$ cat src/rtl/spike_window_decoder.sv
`default_nettype none
// ============================================================================
// Module      : spike_window_decoder
// Description : Rate-code read-out for the WTA spike network. Counts spikes
//               per channel over a programmable window, snapshots the counts
//               and runs a sequential argmax while the next window counts.
// Revision    : 1.0 - initial release
// ============================================================================
module spike_window_decoder #(
    parameter int N_CH  = 4,
    parameter int CNT_W = 8,
    parameter int IDX_W = 2
) (
    input  logic                clk,
    input  logic                rst_n,
    input  logic                en,
    input  logic [N_CH-1:0]     spikes,
    input  logic [7:0]          win_len,
    output logic [IDX_W-1:0]    winner,
    output logic [CNT_W-1:0]    win_count,
    output logic                tie,
    output logic                silent,
    output logic                valid,
    output logic                busy
);

    // Shortest legal window: the argmax (N_CH cycles) must finish before
    // the next snapshot overwrites the compare source.
    localparam logic [7:0]       MIN_LEN = 8'(2 * N_CH);
    localparam logic [CNT_W-1:0] CNT_MAX = {CNT_W{1'b1}};
    localparam logic [IDX_W-1:0] LAST_CH = IDX_W'(N_CH - 1);

    localparam logic [0:0] S_IDLE  = 1'b0;
    localparam logic [0:0] S_COUNT = 1'b1;
    localparam logic [0:0] C_IDLE  = 1'b0;
    localparam logic [0:0] C_CMP   = 1'b1;

    // Counting side
    logic [0:0]                 state_q, state_d;
    logic [7:0]                 len_q, len_d;
    logic [7:0]                 wcnt_q, wcnt_d;
    logic [N_CH-1:0][CNT_W-1:0] cnt_q, cnt_d;
    logic [N_CH-1:0][CNT_W-1:0] snap_q, snap_d;
    logic [N_CH-1:0][CNT_W-1:0] sum_w;
    logic [7:0]                 clamp_w;
    logic [7:0]                 len_w;
    logic                       start_w;

    // Compare side
    logic [0:0]                 cstate_q, cstate_d;
    logic [IDX_W-1:0]           k_q, k_d;
    logic [CNT_W-1:0]           max_q, max_d;
    logic [IDX_W-1:0]           idx_q, idx_d;
    logic                       rtie_q, rtie_d;
    logic [CNT_W-1:0]           cur_w;
    logic [CNT_W-1:0]           nmax_w;
    logic [IDX_W-1:0]           nidx_w;
    logic                       ntie_w;

    // Result registers
    logic [IDX_W-1:0]           winner_q, winner_d;
    logic [CNT_W-1:0]           wcount_q, wcount_d;
    logic                       tie_q, tie_d;
    logic                       silent_q, silent_d;
    logic                       valid_q, valid_d;

    assign winner    = winner_q;
    assign win_count = wcount_q;
    assign tie       = tie_q;
    assign silent    = silent_q;
    assign valid     = valid_q;
    assign busy      = (state_q == S_COUNT);

    // Saturating per-channel increment for this cycle's spikes
    always_comb begin
        sum_w = cnt_q;
        for (int i = 0; i < N_CH; i++) begin
            if (cnt_q[i] != CNT_MAX) begin
                sum_w[i] = cnt_q[i] + CNT_W'(spikes[i]);
            end
        end
    end

    // Window length: clamped, and only taken from win_len on the first
    // cycle of a window (window counter at zero), latched otherwise
    always_comb begin
        clamp_w = (win_len < MIN_LEN) ? MIN_LEN : win_len;
        len_w   = (wcnt_q == 8'd0) ? clamp_w : len_q;
    end

    // Window counter FSM: IDLE counts its first enabled cycle as window
    // cycle 0; the last cycle snapshots and rolls straight into a new window
    always_comb begin
        state_d = state_q;
        len_d   = len_q;
        wcnt_d  = wcnt_q;
        cnt_d   = cnt_q;
        snap_d  = snap_q;
        start_w = 1'b0;
        if (!en) begin
            state_d = S_IDLE;
            wcnt_d  = 8'd0;
            cnt_d   = '0;
        end else begin
            state_d = S_COUNT;
            len_d   = len_w;
            if (wcnt_q == len_w - 8'd1) begin
                snap_d  = sum_w;
                cnt_d   = '0;
                wcnt_d  = 8'd0;
                start_w = 1'b1;
            end else begin
                cnt_d   = sum_w;
                wcnt_d  = wcnt_q + 8'd1;
            end
        end
    end

    // Counting-side state registers
    always_ff @(posedge clk or negedge rst_n) begin
        if (!rst_n) begin
            state_q <= S_IDLE;
            len_q   <= MIN_LEN;
            wcnt_q  <= 8'd0;
            cnt_q   <= '0;
            snap_q  <= '0;
        end else begin
            state_q <= state_d;
            len_q   <= len_d;
            wcnt_q  <= wcnt_d;
            cnt_q   <= cnt_d;
            snap_q  <= snap_d;
        end
    end

    // One argmax step on snapshot channel k: strictly greater replaces the
    // running max (lowest index wins ties), equal nonzero flags a tie
    always_comb begin
        cur_w  = snap_q[k_q];
        nmax_w = max_q;
        nidx_w = idx_q;
        ntie_w = rtie_q;
        if (cur_w > max_q) begin
            nmax_w = cur_w;
            nidx_w = k_q;
            ntie_w = 1'b0;
        end else if ((cur_w == max_q) && (max_q != '0)) begin
            ntie_w = 1'b1;
        end
    end

    // Compare engine FSM: N_CH compare cycles, then a one-cycle result strobe
    always_comb begin
        cstate_d = cstate_q;
        k_d      = k_q;
        max_d    = max_q;
        idx_d    = idx_q;
        rtie_d   = rtie_q;
        winner_d = winner_q;
        wcount_d = wcount_q;
        tie_d    = tie_q;
        silent_d = silent_q;
        valid_d  = 1'b0;
        case (cstate_q)
            C_IDLE: begin
                if (start_w) begin
                    cstate_d = C_CMP;
                    k_d      = '0;
                    max_d    = '0;
                    idx_d    = '0;
                    rtie_d   = 1'b0;
                end
            end
            C_CMP: begin
                max_d  = nmax_w;
                idx_d  = nidx_w;
                rtie_d = ntie_w;
                if (k_q == LAST_CH) begin
                    cstate_d = C_IDLE;
                    valid_d  = 1'b1;
                    silent_d = (nmax_w == '0);
                    winner_d = (nmax_w == '0) ? '0 : nidx_w;
                    wcount_d = nmax_w;
                    tie_d    = (nmax_w == '0) ? 1'b0 : ntie_w;
                end else begin
                    k_d = k_q + IDX_W'(1);
                end
            end
            default: cstate_d = C_IDLE;
        endcase
    end

    // Compare-side and result registers
    always_ff @(posedge clk or negedge rst_n) begin
        if (!rst_n) begin
            cstate_q <= C_IDLE;
            k_q      <= '0;
            max_q    <= '0;
            idx_q    <= '0;
            rtie_q   <= 1'b0;
            winner_q <= '0;
            wcount_q <= '0;
            tie_q    <= 1'b0;
            silent_q <= 1'b0;
            valid_q  <= 1'b0;
        end else begin
            cstate_q <= cstate_d;
            k_q      <= k_d;
            max_q    <= max_d;
            idx_q    <= idx_d;
            rtie_q   <= rtie_d;
            winner_q <= winner_d;
            wcount_q <= wcount_d;
            tie_q    <= tie_d;
            silent_q <= silent_d;
            valid_q  <= valid_d;
        end
    end

endmodule
`default_nettype wire

$ cat config.mk
export PLATFORM = sky130hd
export DESIGN_NAME = spike_window_decoder
export DESIGN_NICKNAME = d
export VERILOG_FILES = /design/src/rtl/spike_window_decoder.sv
export SDC_FILE = /design/constraint.sdc
export NUM_CORES = 1
export LEC_CHECK = 0
export BUFFER_PORTS_ARGS = -buffer_cell sky130_fd_sc_hd__buf_2
export CORE_ASPECT_RATIO = 0.5
export CORE_MARGIN = 4
export CORE_UTILIZATION = 60
export DETAILED_ROUTE_END_ITERATION = 7
export MAX_ROUTING_LAYER = met4
export PLACE_DENSITY = 0.88
export SYNTH_ARGS = -nofsm -noshare
export SYNTH_HDL_FRONTEND = slang
export SYNTH_SLANG_ARGS = --single-unit
$ cat constraint.sdc
create_clock -name clk -period 4.6 [get_ports clk]
set_clock_uncertainty 0.1 [all_clocks]
set_input_delay 0.23 -clock clk [delete_from_list [all_inputs] [get_ports clk]]
set_output_delay 0.23 -clock clk [all_outputs]
set_load 0.05 [all_outputs]
==> impl_metrics.py, run 1 <==
metrics = {
    "power": {
        "p_leak_nw": 3.01,
        "p_per_area_mw_per_mm2": 564,
        "ir_drop_mv": 0.243,
    },
    "final_layout": {
        "antenna_cells_inserted": 0,
        "layout_common_cells": "dfrtp_1 (107), nor2_1 (86), inv_1 (51)",
        "layout-drive-gt1-share_pct": 12.7,
        "layout_commonest_cell": "dfrtp_1",
        "fin_nets": 620,
        "syn2layout_area_growth_pct": 9.77,
    },
    "floorplanning": {
        "row_count": 24,
        "die_w_microns": 146,
        "fp.dieH_microns": 76.9,
        "dieArea_sq_mm": 0.0112,
        "coreArea_sq_mm": 0.00898,
        "io_pins": 29,
        "initial_core_util_pct": 63.5,
    },
    "timing": {
        "fin_crit_ns": 3.89,
        "whs_ns": 0.0634,
        "finalSetupViolCount": 0,
        "relSlewSlack_pct": 49.7,
        "finalHoldViolations": 0,
        "slew_viol_final": 0,
        "min_period_over_period_pct": 84.5,
        "tightest_slew_ns": 0.754,
        "grt_setup_unrepaired": "false",
        "setup_tns_ns": 0,
        "fmax_mhz": 257,
    },
    "detailed_routing": {
        "drt_iter0_markers": 288,
        "drc_errors": 0,
        "first_pass_iters": 8,
        "vias": 4242,
        "post_drt_wl_per_cell_microns": 16.7,
        "drt_wl_total_microns": 11800,
        "routed_via_density": 6.00,
        "postRouteAntennaNets": 0,
    },
    "yosys": {
        "async_flop_share_pct": 100,
        "syn_inst": 562,
        "syn-cell-area_sq_mm": 0.00570,
        "synth_top_flop_cell": "dfrtp_1",
        "avgSynthCellArea_sq_um": 10.1,
        "ys_ff_latch": 108,
        "ys_warn_count": 0,
        "ys_types": 57,
        "synth_enable_flop_cells": 0,
        "synth_nets": 597,
        "synth_seq_area_share_pct": 47.4,
    },
    "global_routing": {
        "grtUsageTotal_pct": 23.0,
        "grt_pass1_vias": 4239,
        "antenna_found_initial": 0,
        "grt_pass1_wl_microns": 20500,
        "grt_max_degree": 60,
        "overflow": 0,
    },
    "clock_network": {
        "htreeDepth": 3,
        "clk_pin_slew_worst_paths_ns": 0.08,
        "cts.sinks": 108,
        "cts_buffers": 9,
        "cts_buffer_depth": 2,
        "insertion_delay_ns": 0.35,
        "cts_tree": "yes",
        "cts_root_buf": "clkbuf_16",
    },
    "status": {
        "status": "finished, final reports clean",
    },
    "place": {
        "detailed_place_hpwl_microns": 8230,
        "place_congestion": 0.837,
        "io_buffers": 28,
    },
    "worst_setup_path": {
        "end_kind": "flop",
        "cp.arrival_ns": 4.06,
        "worst-path-max-fanout": 46,
        "criticalPathCategory": "flop to flop",
        "crit_required_ns": 4.77,
        "reg2reg_depth": 12,
        "crit_path_start_kind": "flop",
    },
    "min_path": {
        "whs_path_depth": 1,
        "hp-class": "input pin to flop",
    },
    "job": {
        "maxCapViolCount": 0,
    },
}
[worst paths after layout]
kind / start / endpoint / slack (ns)
setup / recovery: wcnt_q[0] / snap_q[15] / 0.71
hold / removal: en / busy / 0.06
setup reg to reg: wcnt_q[0] / snap_q[15] / 0.71
hold reg to reg: win_count[3] / win_count[3] / 0.37
max in group asynchronous: rst_n / max_q[5] / 2.92
min in group asynchronous: rst_n / len_q[7] / 0.36
[cells by family after synthesis]
kind of cell | share of synthesized area [%]
AND/OR/NAND/NOR | 15.8
flip-flops | 47.4
buffers and inverters | 6.08
AO/OA/AOI/OAI | 8.63
multiplexers | 12.4
XOR/XNOR | 5.22
adder cells (fa/ha/maj) | 4.39
[repair_timing]
item | in CTS | in global routing
setup endpoints to repair | 0 | 0
resized for setup | 0 | 0
hold buffers | 1 | 0
buffers inserted | 0 | 0
hold endpoints to repair | 57 | 0
[per-layer routing]
layer  share of wire (%)  up-vias  wire length, microns  GRT usage (%)
li1                    -     1977                     -              -
met1                  44     2114                  5210           29.1
met2                  49      125                  5850           37.8
met3                 4.9       26                   586           5.01
met4                 1.7        0                   198           6.25
met5                   0        -                     0              -
[per-stage QoR]
stage | power, mW | utilization (%) | cells | worst slack, ns | instance area (sq um)
after detailed placement | 2.67 | 65.9 | 690 | 0.742 | 5910
after floorplan | 2.33 | - | 562 | 1.04 | 5700
after global placement | 2.60 | 65.9 | 690 | 1.00 | 5910
after CTS | 3.55 | 69.7 | 707 | 0.736 | 6260
final | 3.53 | 69.7 | 707 | 0.714 | 6260
after global routing | 3.76 | 69.7 | 707 | 0.512 | 6260
[critical path, cell delays in order (launching register included)]
cell and delay, ns:
dfrtp_1 0.45, inv_1 0.09, ha_1 0.16, or3b_1 0.49
o21ai_1 0.18, o21a_1 0.29, ha_1 0.26, o2111a_1 0.26
and4_1 0.19, o22ai_1 0.15, nor4_4 0.28, buf_4 0.58
mux2i_1 0.27
[where the power goes]
part / internal, mW / total (mW) / switching (mW) / leakage, nW
Combinational: 0.546 / 1.29 / 0.743 / 1.55
Sequential: 1.17 / 1.38 / 0.206 / 1.30
Clock: 0.487 / 0.864 / 0.377 / 0.160
[synth_stat cells, types with 2 or more instances]
master / n / area (sq um)
o21ai_0: 17 / 85.1
buf_1: 3 / 11.3
ha_1: 20 / 250
a21oi_1: 10 / 50.1
o31ai_1: 6 / 45.0
o2111a_1: 2 / 22.5
o22ai_1: 12 / 75.1
mux2i_1: 45 / 450
nor2_1: 86 / 323
inv_1: 51 / 191
xnor2_1: 22 / 193
dfrtp_1: 107 / 2680
o21ai_1: 2 / 10.0
clkbuf_1: 9 / 33.8
nor4_1: 5 / 31.3
buf_2: 8 / 40.0
and2_1: 2 / 12.5
a21o_1: 5 / 37.5
o21a_1: 5 / 37.5
buf_4: 2 / 15.0
and4_1: 4 / 35.0
and3_1: 11 / 68.8
nor3_1: 2 / 10.0
a21boi_0: 2 / 15.0
buf_12: 2 / 40.0
mux4_2: 8 / 180
mux2_2: 7 / 78.8
nand2_1: 35 / 131
xor2_1: 12 / 105
nand4_1: 7 / 43.8
nand3_1: 27 / 135
[cell type report]
cell class / count / area (sq um)
multi-input cells: 378 / 2670
clock inverters: 7 / 108
inverters: 51 / 191
fillers: 631 / 2720
clock buffers: 9 / 225
repair buffers: 37 / 213
flip-flops and latches: 108 / 2700
well taps: 117 / 146
[registers in the layout (all words and copies together), names as in the netlist]
register,flops
valid,1
max_q,8
snap_q,32
cstate_q,1
idx_q,2
silent,1
k_q,2
rtie_q,1
len_q,8
busy,1
tie,1
wcnt_q,8
cnt_q,32
win_count,8
winner,2
(Power assumes the default switching activity.)
==> run 2: changes to the inputs <==
--- a/config.mk
+++ b/config.mk
@@ -8,10 +8,10 @@
 export BUFFER_PORTS_ARGS = -buffer_cell sky130_fd_sc_hd__buf_2
 export CORE_ASPECT_RATIO = 0.5
 export CORE_MARGIN = 4
-export CORE_UTILIZATION = 60
+export CORE_UTILIZATION = 55
 export DETAILED_ROUTE_END_ITERATION = 7
 export MAX_ROUTING_LAYER = met4
-export PLACE_DENSITY = 0.88
+export PLACE_DENSITY = 0.86
 export SYNTH_ARGS = -nofsm -noshare
 export SYNTH_HDL_FRONTEND = slang
 export SYNTH_SLANG_ARGS = --single-unit
==> constraint.sdc (replaced) <==
create_clock -name clk -period 3.1 [get_ports clk]
set_clock_uncertainty 0.1 [all_clocks]
set_input_delay 0.155 -clock clk [delete_from_list [all_inputs] [get_ports clk]]
set_output_delay 0.155 -clock clk [all_outputs]
set_load 0.05 [all_outputs]
==> run 2 against run 1 <==
  * Count of clock-buffer cells in the layout grew 2
  * First-iteration DRC count decreased by 1.0%
  * The flow now finishes with violations (setup timing)
  * Critical path type unchanged
  * Die area is 8.4% higher
  * Largest cell class is now multi-input gates
  * Final area is 7.1% higher
  * Largest power group is now combinational logic
==> impl_metrics.py, run 2 (same netlist as run 1, synthesis figures left out) <==
metrics = {
    "status": {
        "status": "finished, violations left",
        "violations": "setup timing",
    },
    "timing": {
        "slew_viol_final": 0,
        "fmax_mhz": 318,
        "fin_ws_ns": -0.0426,
        "finalHoldViolations": 0,
        "grt_setup_unrepaired": "true",
        "tightest_slew_ns": 1.11,
        "min_period_over_period_pct": 101,
        "relSlewSlack_pct": 25.7,
        "finalSetupViolCount": 59,
        "fin_crit_ns": 3.14,
    },
    "global_routing": {
        "antenna_found_initial": 0,
        "grt_use_met3_pct": 5.90,
        "grtUsageTotal_pct": 23.1,
        "met1_usage_pct": 26.7,
        "grt_pass1_wl_microns": 21800,
        "top_usage_layer": "met2",
        "overflow": 0,
        "grt_max_degree": 89,
        "use_met2_pct": 39.5,
        "grt_pass1_vias": 4495,
    },
    "worst_setup_path": {
        "cp.arrival_ns": 3.24,
        "crit_start": "wcnt_q[4]",
        "path_cells": "or4_4 -> o21ai_2 -> o21a_1 -> ha_2 -> o2111a_1 -> and4b_1 -> a31oi_4 -> nor4_4 -> buf_6 -> clkbuf_16 -> o22ai_1",
        "r2r_end": "k_q[0]",
        "rrSetupSlack_ns": -0.04,
        "worstSetupPathDepth": 11,
        "cpPeakStageDelay_ns": 0.58,
        "cpLargestDelayFamily": "simple AND/OR/NAND/NOR gates",
        "slowest_stage": "or4_4",
        "worst-path-buf-inv": 2,
        "reg2reg_from": "wcnt_q[4]",
        "worst-path-max-fanout": 11,
        "worstSetupEndpoint": "k_q[0]",
        "crit_required_ns": 3.19,
        "crit_path_start_kind": "flop",
        "criticalPathCategory": "flop to flop",
        "reg2reg_depth": 11,
        "end_kind": "flop",
    },
    "final_layout": {
        "syn2layout_area_growth_pct": 17.6,
        "antenna_cells_inserted": 0,
        "layout_commonest_cell": "dfrtp_1",
        "layout_common_cells": "dfrtp_1 (106), nor2_1 (86), inv_1 (51)",
        "reg_top3": "cnt_q: 32 flops, snap_q: 32 flops",
        "finalNonFillerCells": 754,
        "fin_nets": 652,
        "layout-drive-gt1-share_pct": 19.1,
        "n_fill_cell": 696,
    },
    "detailed_routing": {
        "post_drt_wl_per_cell_microns": 19.0,
        "vias": 4512,
        "postRouteAntennaNets": 0,
        "drc_errors": 0,
        "routed_via_density": 5.98,
        "first_pass_iters": 5,
        "drt_wl_total_microns": 14300,
        "drt_iter0_markers": 285,
    },
    "floorplanning": {
        "coreArea_sq_mm": 0.00976,
        "die_w_microns": 152,
        "initial_core_util_pct": 58.4,
        "io_pins": 29,
        "fp.dieH_microns": 80.0,
        "row_count": 25,
        "dieArea_sq_mm": 0.0122,
    },
    "power": {
        "p_per_area_mw_per_mm2": 784,
        "switchingPower_mw": 2.03,
        "netSwitchingFraction_pct": 38.6,
        "intPower_mw": 3.23,
        "ir_drop_mv": 0.339,
        "p_leak_nw": 3.19,
        "combPwrFrac_pct": 41.7,
        "power.share.clock_pct": 19.6,
        "p_seq_share_pct": 38.8,
        "power_mw": 5.26,
    },
    "place": {
        "place_congestion": 0.876,
        "io_buffers": 28,
        "dp_cells": 719,
        "detailed_place_hpwl_microns": 8600,
    },
    "clock_network": {
        "cts_tree": "yes",
        "cts_root_buf": "clkbuf_16",
        "cts_buffers": 9,
        "cts.sinks": 108,
        "clk_pin_slew_worst_paths_ns": 0.07,
        "cts_buffer_depth": 2,
        "insertion_delay_ns": 0.35,
        "htreeDepth": 3,
    },
    "min_path": {
        "hp-class": "input pin to flop",
    },
    "job": {
        "maxCapViolCount": 0,
    },
}
[run 2: cell count changes in the layout (fill, tap and decap cells not counted), sizes merged]
cell,before,now
buf,36,62
clkbuf,9,16
bufinv,2,0
clkinv,2,0
inv,53,51
clkinvlp,1,2
dlygate4sd3,1,2
[run 2: power by group through the flow]
| stage | combinational, mW | clock [mW] | sequential, mW |
|---|---|---|---|
| detailed placement | 1.99 | 0 | 2.04 |
| floorplan | 1.31 | 0 | 2.16 |
| CTS | 2.03 | 1.04 | 2.03 |
| finish | 2.19 | 1.03 | 2.04 |
| global placement | 1.90 | 0 | 2.02 |
| global route | 2.41 | 1.10 | 2.07 |
[run 2: area by class of cell]
class	count	area, sq um	share of cell area (%)
Inverter	51	191	2.86
Timing Repair Buffer	69	628	9.37
Clock inverter	2	15.0	0.224
Multi-Input combinational cell	378	2760	41.2
Tap cell	135	169	2.52
Sequential cell	108	2710	40.4
Clock buffer	11	233	3.47
[run 2: worst min path at each step]
stage	startpoint	slack, ns	cells after the start	end
after CTS	win_len[6]	0.009	2	len_q[6]
after global routing	win_len[7]	0.03	2	len_q[7]
after floorplan	rst_n	-0.24	0	busy
final	win_len[7]	0.03	2	len_q[7]
after global placement	rst_n	0.32	1	len_q[7]
after detailed placement	rst_n	0.33	1	len_q[7]
[run 2: stage by stage]
| stage | TNS [ns] | area (sq um) | hold slack (ns) | util [%] | setup slack, ns |
|---|---|---|---|---|---|
| 6_report | -0.971 | 6700 | 0.0313 | 68.7 | -0.0426 |
| 5_1_grt | -12.89 | 6700 | 0.0309 | 68.7 | -0.196 |
| 4_1_cts | 0 | 6410 | 0.00883 | 65.7 | 0.00153 |
| 3_5_place_dp | -0.0907 | 6050 | 0.333 | 62.0 | -0.0457 |
| 3_3_place_gp | 0 | 6050 | 0.318 | 62.0 | 0.0525 |
| 2_1_floorplan | 0 | 5710 | -0.241 | - | 0.0305 |
[run 2: repair_timing]
action                                  in CTS  in global routing
endpoints found under the hold margin       87                  0
pin swaps                                    2                  5
cloned                                       2                  5
hold buffers                                 2                  0
endpoints found under the setup margin      82                 90
resized for setup                           10                 14
buffers inserted                             1                 12
[run 2: per-layer routing]
metal	vias up	part of all wire [%]
met3	58	6.5
met2	193	49
met1	2222	41
li1	2039	-
met5	-	0
met4	0	3.6
==> run 3: changes to the inputs <==
--- a/config.mk
+++ b/config.mk
@@ -6,7 +6,7 @@
 export NUM_CORES = 1
 export LEC_CHECK = 0
 export BUFFER_PORTS_ARGS = -buffer_cell sky130_fd_sc_hd__buf_2
-export CORE_ASPECT_RATIO = 0.5
+export CORE_ASPECT_RATIO = 1.25
 export CORE_MARGIN = 4
 export CORE_UTILIZATION = 55
 export DETAILED_ROUTE_END_ITERATION = 7
==> run 3 against run 2 <==
  * The flow still finishes with violations (setup timing)
  * Combinational power fell by 2%
  * Final area fell by 0.43%
  * Critical path depth did not move
  * Worst setup slack got worse by 0.039 ns
  * Global-route usage fell by 0.58 points
  * Count of clock-buffer cells in the layout fell by 2
  * Critical endpoint is now snap_q[14]
  * Largest cell class unchanged
  * Highest routed layer unchanged
==> impl_metrics.py, run 3 (same netlist as run 1, synthesis figures left out) <==
metrics = {
    "global_routing": {
        "grt_pass1_vias": 4550,
        "overflow": 0,
        "grt_max_degree": 60,
        "grtUsageTotal_pct": 22.5,
        "antenna_found_initial": 0,
        "grt_pass1_wl_microns": 20800,
    },
    "worst_setup_path": {
        "cp.arrival_ns": 3.36,
        "worst-path-max-fanout": 11,
        "criticalPathCategory": "flop to flop",
        "end_kind": "flop",
        "crit_required_ns": 3.28,
        "crit_path_start_kind": "flop",
    },
    "detailed_routing": {
        "drc_errors": 0,
        "first_pass_iters": 5,
        "vias": 4393,
        "postRouteAntennaNets": 0,
        "post_drt_wl_per_cell_microns": 18.1,
        "drt_iter0_markers": 174,
        "drt_wl_total_microns": 13400,
        "routed_via_density": 5.90,
    },
    "status": {
        "status": "finished, violations left",
        "violations": "setup timing",
    },
    "clock_network": {
        "cts_root_buf": "clkbuf_16",
        "clk_pin_slew_worst_paths_ns": 0.08,
        "cts_buffers": 9,
        "cts.sinks": 108,
        "cts_tree": "yes",
        "htreeDepth": 3,
        "cts_buffer_depth": 2,
        "insertion_delay_ns": 0.36,
    },
    "timing": {
        "fin_ws_ns": -0.0814,
        "finalSetupViolCount": 71,
        "fmax_mhz": 314,
        "finalHoldViolations": 0,
        "grt_setup_unrepaired": "true",
        "fin_crit_ns": 3.18,
        "setup_tns_ns": -2.48,
        "min_period_over_period_pct": 103,
        "whs_ns": 0.0196,
        "slew_viol_final": 0,
        "tightest_slew_ns": 0.765,
        "relSlewSlack_pct": 49.0,
    },
    "floorplanning": {
        "dieArea_sq_mm": 0.0121,
        "initial_core_util_pct": 56.4,
        "row_count": 41,
        "io_pins": 29,
        "die_w_microns": 99.1,
        "coreArea_sq_mm": 0.0101,
        "fp.dieH_microns": 122,
    },
    "place": {
        "detailed_place_hpwl_microns": 8610,
        "io_buffers": 28,
        "place_congestion": 0.963,
        "dp_slack_ns": -0.0551,
    },
    "power": {
        "ir_drop_mv": 0.392,
        "p_per_area_mw_per_mm2": 789,
        "p_leak_nw": 3.17,
    },
    "final_layout": {
        "reg_top3": "cnt_q: 32 flops, snap_q: 32 flops",
        "antenna_cells_inserted": 0,
        "finish.utilization_pct": 66.1,
        "layout_common_cells": "dfrtp_1 (104), nor2_1 (86), inv_1 (51)",
        "layout-drive-gt1-share_pct": 18.7,
        "fin_nets": 646,
        "syn2layout_area_growth_pct": 17.1,
        "layout_commonest_cell": "dfrtp_1",
    },
    "job": {
        "maxCapViolCount": 0,
    },
    "min_path": {
        "hp-class": "input pin to flop",
    },
}
run 3: cell count changes in the layout (fill, tap and decap cells not counted), sizes merged:
| cell | previous run | this run |
|---|---|---|
| clkinv | 0 | 3 |
| dlygate4sd3 | 2 | 4 |
| bufbuf | 0 | 1 |
| inv | 51 | 54 |
| clkbuf | 16 | 12 |
| clkinvlp | 2 | 1 |
| buf | 62 | 55 |
run 3: cell type report:
class / count / area [sq um]
Sequential cell: 108 / 2710
Clock buffer: 9 / 225
Tap cell: 129 / 161
Fill cell: 714 / 3430
Clock inverter: 7 / 48.8
Timing Repair Buffer: 63 / 583
Inverter: 51 / 191
Multi-Input combinational cell: 378 / 2760
run 3: stage by stage:
step	power, mW	instance area (sq um)	cells
floorplan	3.47	5710	562
global placement	3.94	6050	712
detailed placement	4.05	6050	712
CTS	5.18	6470	737
global route	5.56	6680	745
finish	5.27	6680	745
run 3: report_power, final:
| part | switching (mW) | internal, mW | leakage [nW] | total, mW |
|---|---|---|---|---|
| Clock | 0.531 | 0.550 | 0.136 | 1.08 |
| Sequential | 0.293 | 1.74 | 1.29 | 2.04 |
| Combinational | 1.23 | 0.927 | 1.74 | 2.15 |
run 3: metal layers:
layer	track usage (%)	part of all wire [%]	vias up
li1	-	-	2031
met1	23.0	36	2173
met2	40.3	55	137
met3	4.01	3.8	52
met4	13.2	4.4	0
met5	-	0	-
run 3: final timing paths:
kind                            cells past startpoint  slack (ns)         end  startpoint
min in group asynchronous                           2        0.32    cnt_q[5]       rst_n
worst min-delay path                                2        0.02    len_q[5]  win_len[5]
worst min register to register                      2        0.38   winner[1]   winner[1]
worst max-delay path                               11       -0.08  snap_q[14]   wcnt_q[5]
max in group asynchronous                           3        1.85      k_q[0]       rst_n
worst max register to register                     11       -0.08  snap_q[14]   wcnt_q[5]
run 3: worst max-delay path, cell delays in order (launching register included):
cell and delay (ns):
dfrtp_2 0.45, or4_4 0.57, o21ai_2 0.15, o21a_1 0.16, ha_2 0.21, o2111a_2 0.25, and4b_1 0.22, a31oi_2 0.08
nor4_4 0.33, buf_6 0.21, buf_12 0.16, mux2i_1 0.22
run 3: repair_timing:
item | CTS | global route
resized for setup | 6 | 22
hold buffers | 4 | 0
pin swaps | 1 | 4
endpoints found under the hold margin | 60 | 0
setup buffers | 3 | 4
cloned | 2 | 4
setup endpoints to repair | 83 | 93
